**src/rtl/nota_pkg.sv**
```systemverilog
// Shared note-code constants, FSM state type and the key priority encoder
// used by the note keyboard encoder.
package nota_pkg;

  typedef logic [2:0] nota_t;

  localparam nota_t NOTA_DO      = 3'b000;
  localparam nota_t NOTA_RE      = 3'b001;
  localparam nota_t NOTA_MI      = 3'b010;
  localparam nota_t NOTA_FA      = 3'b011;
  localparam nota_t NOTA_SOL     = 3'b100;
  localparam nota_t NOTA_LA      = 3'b101;
  localparam nota_t NOTA_SI      = 3'b110;
  localparam nota_t NOTA_NENHUMA = 3'b111;

  typedef enum logic [1:0] {
    OCIOSO,
    CONFIRMA,
    PRESSIONADA,
    SOLTANDO
  } estado_t;

  // Lowest pressed key index wins; scanning from SI down leaves the lowest last.
  function automatic nota_t codifica(input logic [6:0] t);
    nota_t c;
    c = NOTA_NENHUMA;
    for (int unsigned i = 0; i < 7; i++) begin
      if (t[6-i]) c = nota_t'(6 - i);
    end
    return c;
  endfunction

  function automatic logic multi(input logic [6:0] t);
    return (t & (t - 7'd1)) != 7'd0;
  endfunction

endpackage

```
**src/rtl/nota_teclado_enc_if.sv**
```systemverilog
// Key inputs and note-code outputs between the board buttons and the
// note-display decoder.
interface nota_teclado_enc_if;
  logic [6:0] teclas;
  logic       tecla_tom;
  logic       Tom;
  logic       notas3;
  logic       notas2;
  logic       notas1;
  logic       nota_valida;
  logic       nota_strobe;
  logic       erro_multi;

  modport master (
    output teclas, tecla_tom,
    input  Tom, notas3, notas2, notas1, nota_valida, nota_strobe, erro_multi
  );

  modport slave (
    input  teclas, tecla_tom,
    output Tom, notas3, notas2, notas1, nota_valida, nota_strobe, erro_multi
  );
endinterface

```
**src/rtl/nota_debounce.sv**
```systemverilog
// Two-flop synchroniser plus a run-length counter; flags the cycle in which
// the synchronised vector has been unchanged long enough to be accepted.
module nota_debounce #(
  parameter int unsigned W          = 8,
  parameter int unsigned DEB_CICLOS = 50000,
  parameter int unsigned CNT_W      = 16
) (
  input  logic         clk,
  input  logic         rst_n,
  input  logic [W-1:0] bruto,
  output logic [W-1:0] vec,
  output logic         mudou,
  output logic         estavel
);

  logic [W-1:0]     s1, s2, prev;
  logic [CNT_W-1:0] cnt;

  always_ff @(posedge clk or negedge rst_n) begin
    if (!rst_n) begin
      s1   <= '0;
      s2   <= '0;
      prev <= '0;
      cnt  <= '0;
    end else begin
      s1   <= bruto;
      s2   <= s1;
      prev <= s2;
      if (s2 != prev)
        cnt <= '0;
      else if (cnt != CNT_W'(DEB_CICLOS))
        cnt <= cnt + CNT_W'(1);
    end
  end

  assign vec     = s2;
  assign mudou   = (s2 != prev);
  // Counter saturates above DEB_CICLOS-1, so this is a single-cycle pulse.
  assign estavel = !mudou && (cnt == CNT_W'(DEB_CICLOS - 1));

endmodule

```
**src/rtl/nota_teclado_enc.sv**
```systemverilog
// Note keyboard encoder: debounced key vector -> registered note code
// {Tom, notas3..1} with accept strobe, hold flag and multi-key flag.
module nota_teclado_enc
  import nota_pkg::*;
#(
  parameter int unsigned DEB_CICLOS = 50000,
  parameter int unsigned CNT_W      = 16
) (
  input  logic            clk,
  input  logic            rst_n,
  nota_teclado_enc_if.slave bus
);

  logic [7:0] vec;
  logic       mudou, estavel;

  nota_debounce #(
    .W         (8),
    .DEB_CICLOS(DEB_CICLOS),
    .CNT_W     (CNT_W)
  ) u_debounce (
    .clk    (clk),
    .rst_n  (rst_n),
    .bruto  ({bus.tecla_tom, bus.teclas}),
    .vec    (vec),
    .mudou  (mudou),
    .estavel(estavel)
  );

  estado_t estado, estado_d;
  nota_t   nota_q, nota_d, cod_novo;
  logic    tom_q, tom_d, tom_novo;
  logic    valida_q, valida_d;
  logic    strobe_q, strobe_d;
  logic    erro_q, erro_d;

  assign cod_novo = codifica(vec[6:0]);
  assign tom_novo = vec[7] && (cod_novo != NOTA_MI) && (cod_novo != NOTA_SI);

  always_ff @(posedge clk or negedge rst_n) begin
    if (!rst_n) begin
      estado   <= OCIOSO;
      nota_q   <= NOTA_NENHUMA;
      tom_q    <= 1'b0;
      valida_q <= 1'b0;
      strobe_q <= 1'b0;
      erro_q   <= 1'b0;
    end else begin
      estado   <= estado_d;
      nota_q   <= nota_d;
      tom_q    <= tom_d;
      valida_q <= valida_d;
      strobe_q <= strobe_d;
      erro_q   <= erro_d;
    end
  end

  always_comb begin
    estado_d = estado;
    nota_d   = nota_q;
    tom_d    = tom_q;
    valida_d = valida_q;
    strobe_d = 1'b0;
    erro_d   = erro_q;
    unique case (estado)
      OCIOSO: begin
        if (vec != '0) estado_d = CONFIRMA;
      end
      CONFIRMA: begin
        if (vec == '0) begin
          estado_d = OCIOSO;
        end else if (estavel && vec[6:0] != '0) begin
          nota_d   = cod_novo;
          tom_d    = tom_novo;
          erro_d   = multi(vec[6:0]);
          valida_d = 1'b1;
          strobe_d = 1'b1;
          estado_d = PRESSIONADA;
        end
      end
      PRESSIONADA: begin
        if (mudou) estado_d = SOLTANDO;
      end
      SOLTANDO: begin
        if (estavel) begin
          if (vec == '0) begin
            nota_d   = NOTA_NENHUMA;
            tom_d    = 1'b0;
            erro_d   = 1'b0;
            valida_d = 1'b0;
            estado_d = OCIOSO;
          end else if (vec[6:0] != '0) begin
            // Same code re-held only refreshes the multi-key flag, no strobe.
            if ({tom_novo, cod_novo} != {tom_q, nota_q}) begin
              nota_d   = cod_novo;
              tom_d    = tom_novo;
              strobe_d = 1'b1;
            end
            erro_d   = multi(vec[6:0]);
            estado_d = PRESSIONADA;
          end
        end
      end
      default: estado_d = OCIOSO;
    endcase
  end

  assign bus.Tom                             = tom_q;
  assign {bus.notas3, bus.notas2, bus.notas1} = nota_q;
  assign bus.nota_valida                     = valida_q;
  assign bus.nota_strobe                     = strobe_q;
  assign bus.erro_multi                      = erro_q;

endmodule

```
**src/flat_wrapper.sv**
```systemverilog
// flat-port wrapper written by rule: the top's interface ports become plain ports
module nota_teclado_enc_flat import nota_pkg::*;
#(
  parameter int unsigned DEB_CICLOS = 50000,
  parameter int unsigned CNT_W      = 16
)
  (clk, rst_n, bus_teclas, bus_tecla_tom, bus_Tom, bus_notas3, bus_notas2, bus_notas1, bus_nota_valida, bus_nota_strobe, bus_erro_multi);
  nota_teclado_enc_if bus_i ();
  input  logic clk;
  input  logic rst_n;
  input wire logic [$bits(bus_i.teclas)-1:0] bus_teclas;
  input wire logic [$bits(bus_i.tecla_tom)-1:0] bus_tecla_tom;
  output wire logic [$bits(bus_i.Tom)-1:0] bus_Tom;
  output wire logic [$bits(bus_i.notas3)-1:0] bus_notas3;
  output wire logic [$bits(bus_i.notas2)-1:0] bus_notas2;
  output wire logic [$bits(bus_i.notas1)-1:0] bus_notas1;
  output wire logic [$bits(bus_i.nota_valida)-1:0] bus_nota_valida;
  output wire logic [$bits(bus_i.nota_strobe)-1:0] bus_nota_strobe;
  output wire logic [$bits(bus_i.erro_multi)-1:0] bus_erro_multi;
  assign bus_i.teclas = bus_teclas;
  assign bus_i.tecla_tom = bus_tecla_tom;
  assign bus_Tom = bus_i.Tom;
  assign bus_notas3 = bus_i.notas3;
  assign bus_notas2 = bus_i.notas2;
  assign bus_notas1 = bus_i.notas1;
  assign bus_nota_valida = bus_i.nota_valida;
  assign bus_nota_strobe = bus_i.nota_strobe;
  assign bus_erro_multi = bus_i.erro_multi;
  nota_teclado_enc #(.DEB_CICLOS(DEB_CICLOS), .CNT_W(CNT_W)) u_core (.clk(clk), .rst_n(rst_n), .bus(bus_i));
endmodule
```
**config.mk**
```make
export PLATFORM = sky130hd
export DESIGN_NAME = nota_teclado_enc_flat
export DESIGN_NICKNAME = d
export VERILOG_FILES = /design/src/rtl/nota_pkg.sv /design/src/rtl/nota_teclado_enc_if.sv /design/src/rtl/nota_debounce.sv /design/src/rtl/nota_teclado_enc.sv /design/src/flat_wrapper.sv
export SDC_FILE = /design/constraint.sdc
export NUM_CORES = 1
export LEC_CHECK = 0
export BUFFER_PORTS_ARGS = -buffer_cell sky130_fd_sc_hd__buf_4
export CAP_MARGIN = 0
export CORE_MARGIN = 2
export CORE_UTILIZATION = 35
export CTS_CLUSTER_DIAMETER = 60
export CTS_CLUSTER_SIZE = 28
export DETAILED_ROUTE_END_ITERATION = 8
export GPL_TIMING_DRIVEN = 0
export PLACE_DENSITY = 0.59
export SYNTH_ARGS = -nofsm -noshare
export SYNTH_HDL_FRONTEND = slang
export SYNTH_SLANG_ARGS = --single-unit
```
**constraint.sdc**
```tcl
create_clock -name clk -period 2.8 [get_ports clk]
set_clock_uncertainty 0.15 [all_clocks]
set_input_delay 0.42 -clock clk [delete_from_list [all_inputs] [get_ports clk]]
set_output_delay 0.42 -clock clk [all_outputs]
set_load 0.03 [all_outputs]
```
==> metrics.yaml <==
synth_seq_cells: 49
switchingPower_mw: 0.299
portBuffers: 16
cts_max_level: 2
holdPathStages: 1
place_ws_ns: 0.431
critPathKind: "reg -> reg"
finalPower_mw: 1.23
yosys_warnings: 0
seq_power_share_pct: 59.6
hold_path_end: "u_core.u_debounce.s1[0]"
rr_startpoint: "u_core.u_debounce.cnt[0]"
crit_fanout: 5
area_growth_pct: 14.7
p_per_area_mw_per_mm2: 496
ir_worst_vdd_mv: 0.294
wl_um: 3520
rows: 28
die_area_mm2: 0.00684
finalNetCount: 230
cts-root-buf: "clkbuf_8"
ant_nets: 0
post_cts_buffers: 0
core_area_mm2: 0.00596
min_period_ns: 2.38
routabilityCongestion: 0.797
synthFlopType: "dfrtp_1"
layout_setup_ws_ns: 0.420
first_pass_iters: 4
holdWs_ns: 0.0697
cts-buffers-inserted: 5
maxSlewViolCount: 0
cts_sinks: 49
wire_per_inst_um: 12.0
ioPinCount: 17
vias_per_cell: 4.78
arrival_ns: 2.47
worstReg2RegEnd: "u_core.nota_q[1]"
max_freq_mhz: 420
yosysSeqAreaShare_pct: 56.8
clk_latency_ns: 0.30
cts_tree: "yes"
power.leakage_nw: 1.04
drtIter0Drc: 116
synth_top_area_share_pct: 53.1
post-route-util_pct: 41.7
cts_hold_buf: 1
gr-usage-all-layers_pct: 12.1
r2r_cells: 7
cts.reportedPaths.clkPinSlew_ns: 0.10
dp_hpwl_um: 2430
synth-edff-count: 0
cts_buffer_depth: 2
synth_nets: 206
overflow: 0
worstMarginPinSlew_ns: 0.603
syn_area_mm2: 0.00217
timing.setup.tns_ns: 0
pwr-share-clk_pct: 35.3
synthDistinctLibCells: 42
die_w_um: 82.7
swShare_pct: 24.3
hold_path_class: "in -> reg"
hold_violations: 0
combPwrFrac_pct: 5.1
start_kind: "flip-flop"
cts_resized: 0
initial_utilization_pct: 36.4
diodes: 0
netlist_top_cells_area: "dfrtp_1 53%, xor2_1 7.3%, nor2_1 4.2%"
hp-start: "bus_teclas[0]"
maxSlewHeadroom_pct: 59.8
finalSetupViolCount: 0
rsz0062_at_grt: "no"
drv_cap: 0
synthesis.instances: 194
grt_first_pass_wirelength_um: 6320
cp-end-kind: "flip-flop"
status: "completed"
syn_avg_cell_area_um2: 11.2
grt_pass1_vias: 1379
layout-drive-gt1-share_pct: 16.9
grt_start_max_net_pins: 50
antenna_found_initial: 0
synthArstFlopShare_pct: 100
r2r_setup_slack_ns: 0.42
finalCritPeriodShare_pct: 85.0
die_h_um: 82.7
num_vias: 1406
required_ns: 2.89
synth_top_area_cell: "dfrtp_1"
internal_power_mw: 0.933
drc: 0
-- sequential cells by signal, indices dropped and copies added (netlist names), named ones only --
name                    flops
u_core.bus.nota_strobe      1
u_core.u_debounce.vec       8
u_core.u_debounce.s1        8
u_core.bus.nota_valida      1
u_core.u_debounce.prev      8
u_core.nota_q               3
u_core.estado               1
u_core.bus.Tom              1
u_core.u_debounce.cnt      16
u_core.bus.erro_multi       1
-- layout by cell type, fill, tap and decap left out, types with 2 or more instances in the layout --
master / synthesis / layout
clkbuf_1: 2 / 2
inv_1: 5 / 5
a21oi_1: 9 / 9
a31oi_1: 2 / 2
buf_4: 3 / 19
nand2_1: 11 / 11
xnor2_1: 5 / 5
o21ai_1: 3 / 3
o21ai_0: 2 / 2
clkbuf_8: 0 / 5
and3_1: 2 / 2
nand3_1: 8 / 8
dfstp_2: 3 / 3
nand4_1: 6 / 6
nor3b_1: 3 / 3
xor2_1: 18 / 18
nor4_1: 3 / 3
nand2b_1: 2 / 2
ha_1: 2 / 2
nor2b_1: 3 / 3
dfrtp_1: 46 / 46
o22a_1: 2 / 2
mux2_1: 4 / 4
inv_6: 0 / 2
nor3_1: 7 / 7
mux2i_1: 2 / 2
nor2_1: 24 / 24
-- kinds of logic (layout without fill, tap and decap cells) --
| kind of cell | count (synthesis) | in the layout | share of synthesized area [%] |
|---|---|---|---|
| mux | 6 | 6 | 3.00 |
| buf+inv | 12 | 37 | 2.94 |
| xor+xnor | 23 | 23 | 9.30 |
| simple gates | 77 | 77 | 18.9 |
| fa+ha+maj | 2 | 2 | 1.15 |
| flops | 49 | 49 | 56.8 |
| compound gates | 25 | 25 | 7.91 |
-- per-layer routing --
layer	vias to the layer above	global-route usage [%]	part of all wire, %	wire length (µm)
li1	718	-	-	-
met4	0	4.92	1.7	61
met5	-	0	0	0
met1	667	16.5	52	1830
met3	4	2.61	2.9	101
met2	17	18.5	43	1520
-- through the flow --
stage,instances,instance area [µm²]
after CTS,294,2480
after global routing,294,2480
after floorplan,194,2170
final,294,2480
after detailed placement,285,2380
after global placement,285,2380
-- final cells by class --
cell class | instances | area [µm²]
fill | 583 | 3470
sequential | 49 | 1230
multi-input combinational | 133 | 873
timing repair buffer | 17 | 130
tap | 75 | 93.8
clock buffer | 5 | 68.8
buffer | 6 | 41.3
clock inverter | 3 | 25.0
inverter | 6 | 22.5
-- synthesized netlist by cell type, types with 3 or more instances --
cell / n
dfstp_2: 3
buf_4: 3
nor4_1: 3
nand4_1: 6
a21oi_1: 9
nand3_1: 8
xor2_1: 18
mux2_1: 4
dfrtp_1: 46
o21ai_1: 3
inv_1: 5
nand2_1: 11
nor2_1: 24
xnor2_1: 5
nor3b_1: 3
nor2b_1: 3
nor3_1: 7
-- worst max-delay path by stage --
| stage | start | endpoint | slack [ns] | cells past startpoint |
|---|---|---|---|---|
| after floorplan | u_core.u_debounce.cnt[0] | u_core.nota_q[1] | 0.63 | 7 |
| after global routing | u_core.u_debounce.vec[7] | u_core.nota_q[1] | 0.21 | 7 |
| after detailed placement | u_core.u_debounce.cnt[0] | u_core.nota_q[1] | 0.43 | 7 |
| after global placement | u_core.u_debounce.cnt[0] | u_core.nota_q[1] | 0.41 | 7 |
| after CTS | u_core.u_debounce.cnt[0] | u_core.nota_q[1] | 0.40 | 7 |
| final | u_core.u_debounce.cnt[0] | u_core.nota_q[1] | 0.42 | 7 |
-- power by group through the flow --
stage,clock (mW),sequential [mW],combinational (mW)
after floorplan,0,0.747,0.0338
after CTS,0.458,0.735,0.0646
after global placement,0,0.749,0.0625
after detailed placement,0,0.749,0.0633
final,0.435,0.735,0.0625
after global routing,0.486,0.738,0.0722
-- worst max-delay path: stages, from the launching register on --
cell      delay, ns
dfrtp_1        0.44
ha_1           0.22
nand3_1        0.14
or2_2          0.34
nor4_4         0.25
o2111a_2       0.33
o41ai_2        0.11
mux2_1         0.33
Power figures use the tool's default switching activity.
